**src/rtl/unified_memory_arbiter_pkg.sv**
```systemverilog
// Shared definitions for the unified memory arbiter.
//   clog2           : ceiling log2, used for byte-select and counter widths
//   owner_t         : tag of the requester owning the read response in flight
//   word_addr_bits  : width of the BSRAM word address for a given geometry
package unified_memory_arbiter_pkg;

  function automatic int clog2(input int value);
    int r;
    r = 0;
    for (int k = 0; k < 31; k++) begin
      if ((1 << k) < value) r = k + 1;
    end
    return r;
  endfunction

  typedef enum logic [1:0] {
    OWN_NONE = 2'd0,
    OWN_I    = 2'd1,
    OWN_D    = 2'd2
  } owner_t;

  function automatic int word_addr_bits(input int mem_address_bits, input int data_width);
    return mem_address_bits - clog2(data_width / 8);
  endfunction

  localparam int DEFAULT_WORD_ADDR_BITS = word_addr_bits(12, 32);

endpackage

```
**src/rtl/unified_memory_arbiter_arb.sv**
```systemverilog
// Two-requester fixed-priority arbiter with a bounded data streak.
// Data wins by default; after MAX_D_STREAK consecutive data grants with a
// fetch waiting, the fetch is forced through for one cycle.
//   clock, reset : clock and asynchronous active-high reset
//   d_req, i_req : data and fetch requests
//   grant_d/i    : combinational same-cycle grants
//   streak       : consecutive data grants while a fetch is pending
module fixed_priority_streak_arbiter
  import unified_memory_arbiter_pkg::*;
#(
  parameter int MAX_D_STREAK = 4,
  localparam int STREAK_W = clog2(MAX_D_STREAK + 1)
) (
  input  logic                clock,
  input  logic                reset,
  input  logic                d_req,
  input  logic                i_req,
  output logic                grant_d,
  output logic                grant_i,
  output logic [STREAK_W-1:0] streak
);

  localparam logic [STREAK_W-1:0] STREAK_MAX = STREAK_W'(MAX_D_STREAK);

  logic force_i;

  assign force_i = i_req & (streak == STREAK_MAX);
  assign grant_i = i_req & (~d_req | force_i);
  assign grant_d = d_req & ~force_i;

  always_ff @(posedge clock or posedge reset) begin
    if (reset) begin
      streak <= '0;
    end else if (grant_i || !i_req) begin
      streak <= '0;
    end else if (grant_d && (streak != STREAK_MAX)) begin
      streak <= streak + 1'b1;
    end
  end

endmodule

```
**src/rtl/unified_memory_arbiter.sv**
```systemverilog
// Shares one single-ported, 1-cycle-latency byte-enable BSRAM between the
// instruction-fetch (i_mem_*) and data (d_mem_*) requesters of the core.
//   i_mem_* : fetch request in, ready/valid/data/address out
//   d_mem_* : data read/write request in, ready/valid/data/address out
//   mem_*   : drive toward the BSRAM port, mem_read_data returns from it
// Read responses come back exactly one cycle after acceptance, tagged with
// the requester that issued them; the read-data bus is shared.
module unified_memory_arbiter
  import unified_memory_arbiter_pkg::*;
#(
  parameter int DATA_WIDTH       = 32,
  parameter int ADDRESS_BITS     = 32,
  parameter int MEM_ADDRESS_BITS = 12,
  parameter int MAX_D_STREAK     = 4,
  localparam int BYTES           = DATA_WIDTH / 8,
  localparam int BYTE_SEL        = clog2(BYTES),
  localparam int WORD_W          = word_addr_bits(MEM_ADDRESS_BITS, DATA_WIDTH)
) (
  input  logic                    clock,
  input  logic                    reset,
  input  logic                    i_mem_read,
  input  logic [ADDRESS_BITS-1:0] i_mem_address_in,
  output logic [DATA_WIDTH-1:0]   i_mem_data_out,
  output logic [ADDRESS_BITS-1:0] i_mem_address_out,
  output logic                    i_mem_valid,
  output logic                    i_mem_ready,
  input  logic                    d_mem_read,
  input  logic                    d_mem_write,
  input  logic [BYTES-1:0]        d_mem_byte_en,
  input  logic [ADDRESS_BITS-1:0] d_mem_address_in,
  input  logic [DATA_WIDTH-1:0]   d_mem_data_in,
  output logic [DATA_WIDTH-1:0]   d_mem_data_out,
  output logic [ADDRESS_BITS-1:0] d_mem_address_out,
  output logic                    d_mem_valid,
  output logic                    d_mem_ready,
  output logic                    mem_read_en,
  output logic                    mem_write_en,
  output logic [BYTES-1:0]        mem_byte_en,
  output logic [WORD_W-1:0]       mem_word_address,
  output logic [DATA_WIDTH-1:0]   mem_write_data,
  input  logic [DATA_WIDTH-1:0]   mem_read_data
);

  logic d_req;
  logic grant_d;
  logic grant_i;
  logic d_read_grant;
  logic write_grant;
  logic [clog2(MAX_D_STREAK + 1)-1:0] streak;
  owner_t owner_next;
  owner_t resp_owner;

  assign d_req = d_mem_read | d_mem_write;

  fixed_priority_streak_arbiter #(
    .MAX_D_STREAK(MAX_D_STREAK)
  ) u_arb (
    .clock  (clock),
    .reset  (reset),
    .d_req  (d_req),
    .i_req  (i_mem_read),
    .grant_d(grant_d),
    .grant_i(grant_i),
    .streak (streak)
  );

  assign i_mem_ready = grant_i;
  assign d_mem_ready = grant_d;

  // A combined read+write is a write only; writes are blocked during reset.
  assign d_read_grant = grant_d & d_mem_read & ~d_mem_write;
  assign write_grant  = grant_d & d_mem_write & ~reset;

  assign mem_read_en      = d_read_grant | grant_i;
  assign mem_write_en     = write_grant;
  assign mem_byte_en      = write_grant ? d_mem_byte_en : '0;
  assign mem_write_data   = d_mem_data_in;
  assign mem_word_address = grant_d ? d_mem_address_in[MEM_ADDRESS_BITS-1:BYTE_SEL]
                                    : i_mem_address_in[MEM_ADDRESS_BITS-1:BYTE_SEL];

  always_comb begin
    owner_next = OWN_NONE;
    if (d_read_grant) begin
      owner_next = OWN_D;
    end else if (grant_i) begin
      owner_next = OWN_I;
    end
  end

  // Stage boundary: acceptance -> response, aligned with the BSRAM read register.
  always_ff @(posedge clock or posedge reset) begin
    if (reset) begin
      resp_owner        <= OWN_NONE;
      i_mem_address_out <= '0;
      d_mem_address_out <= '0;
    end else begin
      resp_owner <= owner_next;
      if (grant_i) i_mem_address_out <= i_mem_address_in;
      if (d_read_grant) d_mem_address_out <= d_mem_address_in;
    end
  end

  assign i_mem_valid    = (resp_owner == OWN_I);
  assign d_mem_valid    = (resp_owner == OWN_D);
  assign i_mem_data_out = mem_read_data;
  assign d_mem_data_out = mem_read_data;

endmodule

```
**config.mk**
```make
export PLATFORM = sky130hd
export DESIGN_NAME = unified_memory_arbiter
export DESIGN_NICKNAME = d
export VERILOG_FILES = /design/src/rtl/unified_memory_arbiter_pkg.sv /design/src/rtl/unified_memory_arbiter_arb.sv /design/src/rtl/unified_memory_arbiter.sv
export SDC_FILE = /design/constraint.sdc
export NUM_CORES = 1
export LEC_CHECK = 0
export ABC_AREA = 1
export CORE_AREA = 2 2 122 124
export DETAILED_ROUTE_END_ITERATION = 8
export DIE_AREA = 0 0 124 126
export PLACE_DENSITY = 0.67
export SYNTH_ARGS = -nofsm -noshare
export SYNTH_HDL_FRONTEND = slang
export SYNTH_HIERARCHICAL = 1
export SYNTH_SLANG_ARGS = --single-unit
```
**constraint.sdc**
```tcl
create_clock -name clock -period 4.8 [get_ports clock]
set_clock_uncertainty 0.1 [all_clocks]
set_input_delay 0.72 -clock clock [delete_from_list [all_inputs] [get_ports clock]]
set_output_delay 0.72 -clock clock [all_outputs]
set_load 0.01 [all_outputs]
```
==> out/qor.yml <==
logic_synthesis:
  ys.flop_type: "dfrtp_1"
  ys_warn_count: 6
  synth_area_per_cell_um2: 8.36
  synth.ff_latch_count: 69
  synth_edf_count: 0
  synth_area_mm2: 0.00369
  synth_most_common_cell: "nand2_1"
  synth_top_area_share_pct: 46.8
  synthArstFlopShare_pct: 100
  synth_seq_area_share_pct: 46.8
  yosys.area.top_type: "dfrtp_1"
  synth_common_cells: "154 x nand2_1, 98 x buf_4, 69 x dfrtp_1"
  syn-num-nets: 580
  synthCells: 441
  synth_cell_types: 19
  synth_area_leaders: "dfrtp_1 47%, buf_4 20%, nand2_1 16%, nand4_1 5.4%, inv_1 2.7%"
pwr:
  cellPowerDensity_mw_per_mm2: 374
  irDropWorstVdd_v: 0.000166
  p_leak_uw: 0.00236
sta:
  rsz0062_at_grt: "no"
  setup_violations: 0
  max_freq_ghz: 0.260
  hold_viol_final: 0
  timing.final.crit_share_pct: 80.0
  period_needed_ns: 3.84
  drv_slew: 0
  hold_ws_ns: 0.367
  tns_ns: 0
  max_slew_margin_pct: 43.0
  tightest_slew_ns: 0.855
detailed_routing:
  drc_errors: 0
  vias: 2923
  final_antenna_net_count: 0
  wl_per_cell_um: 14.9
  drtPass1Iterations: 4
  totalWireLength_um: 10200
  first_iter_violations: 113
  via_per_inst: 4.27
cells_and_area:
  fillers: 1468
  layout-drive-gt1-share_pct: 6.19
  area_growth_pct: 34.9
  final_nets: 635
  diodes: 0
worst_setup_path:
  startpoint: "d_mem_write"
  cp_common_cell: "clkdlybuf4s50_1"
  worstReg2RegStart: "u_arb/streak[0]$_DFFE_PP0P_"
  start_kind: "primary input"
  cp.arrival_ns: 3.02
  crit_chain: "clkdlybuf4s50_1, or2_2, o21ai_1, inv_2, buf_4, nand3_1, nor2_1, clkdlybuf4s50_1"
  slowest_delay_ns: 0.55
  cp.required_ns: 3.98
  path_buf_inv: 4
  cp_slowest_cell: "clkdlybuf4s50_1"
  end_kind: "output pin"
  path_max_fanout: 20
  critical-path-top-delay-family: "buffers and inverters"
  critPathKind: "in2out"
outcome:
  status: "finished, final reports clean"
floorplanning:
  io_pins: 317
  design.die.area_mm2: 0.0156
  start_util_pct: 25.8
  dieHeight_um: 126
  die_w_um: 124
  num_rows: 44
  core_mm2: 0.0143
placed_design:
  port-buffer-count: 156
  hpwl_um: 7370
  gp_congestion: 0.738
cts:
  root_buffer: "clkbuf_16"
  cts_tree: "built"
  ctsResizeCount: 0
  cts_buffer_depth: 2
  clock_latency_ns: 0.33
  cts.sink_count: 69
  cts_hold_buf: 0
  cts_setup_buffers: 0
  cts_buffers: 9
  clk_pin_slew_ns: 0.06
  cts_max_level: 3
flow_run:
  maxCapViolCount: 0
grt:
  antenna_found_initial: 0
  grt_pass1_wl_um: 15900
  gr-usage-all-layers_pct: 13.6
  grt_start_max_net_pins: 67
  grt_pass1_vias: 3045
  grt_overflow: 0
hold_path:
  min_from: "u_arb/streak[0]$_DFFE_PP0P_"
  hold_path_class: "reg2reg"
[cells in the final DEF (no fill, tap or decap), drive strengths merged, types with 2 or more instances in the layout]
| master | instances |
|---|---|
| buf | 6 |
| clkbuf | 10 |
| clkdlybuf4s50 | 156 |
| clkinv | 2 |
| clkinvlp | 3 |
| dfrtp | 69 |
| ha | 2 |
| inv | 29 |
| nand2 | 155 |
| nand3 | 3 |
| nand4 | 32 |
| nor2 | 10 |
| o21ai | 21 |
[cell type report]
class | instances | area, um^2 | share of cell area, %
Clock inverter | 6 | 62.6 | 1.26
Sequential cell | 69 | 1730 | 34.7
Timing Repair Buffer | 162 | 1610 | 32.3
Tap cell | 184 | 230 | 4.63
Multi-Input combinational cell | 225 | 1000 | 20.1
Inverter | 29 | 109 | 2.19
Clock buffer | 10 | 239 | 4.81
[state kept, by name (all words and copies together), names as in the netlist]
signal,flops
u_arb/streak,3
d_mem_address_out,32
i_mem_address_out,32
resp_owner,2
[path summary, 6_finish.rpt]
| path | depth (start not counted) | slack [ns] | endpoint |
|---|---|---|---|
| max | 8 | 0.96 | mem_byte_en[0] |
| min | 1 | 0.37 | u_arb/streak[0]$_DFFE_PP0P_ |
| max reg2reg | 8 | 2.83 | resp_owner[0]$_DFF_PP0_ |
| min reg2reg | 1 | 0.37 | u_arb/streak[0]$_DFFE_PP0P_ |
| max in group asynchronous | 3 | 3.09 | i_mem_address_out[11]$_DFFE_PP0P_ |
| min in group asynchronous | 2 | 0.52 | u_arb/streak[2]$_DFFE_PP0P_ |
[power breakdown]
part | switching (uW) | internal, uW
Clock | 251 | 414
Sequential | 52.6 | 673
Combinational | 203 | 264
[layer usage]
metal	track usage, %	part of all wire [%]	up-vias
li1	-	-	1388
met1	15.3	40	1322
met2	20.9	44	173
met3	6.30	11	40
met4	7.93	4.2	0
met5	0	0	-
[metrics by stage]
| stage | utilization, % | worst slack [ns] | total power, uW | cells | area (um^2) |
|---|---|---|---|---|---|
| detailed placement | 32.6 | 0.939 | 1210 | 669 | 4670 |
| finish | 34.7 | 0.958 | 1860 | 685 | 4970 |
| global placement | 32.6 | 0.978 | 1200 | 669 | 4670 |
| floorplan | - | 1.20 | 984 | 441 | 3690 |
| CTS | 34.7 | 0.922 | 1890 | 685 | 4970 |
| global route | 34.7 | 0.770 | 1970 | 685 | 4970 |
[logic make-up (layout without fill, tap and decap cells)]
| group | after synthesis | count (layout) | share of synthesized area [%] |
|---|---|---|---|
| fa+ha+maj | 2 | 2 | 0.679 |
| compound gates | 22 | 22 | 2.99 |
| buf+inv | 147 | 207 | 26.1 |
| simple gates | 201 | 201 | 23.4 |
| flops | 69 | 69 | 46.8 |
Note: power is estimated with default switching activity, not from simulation.
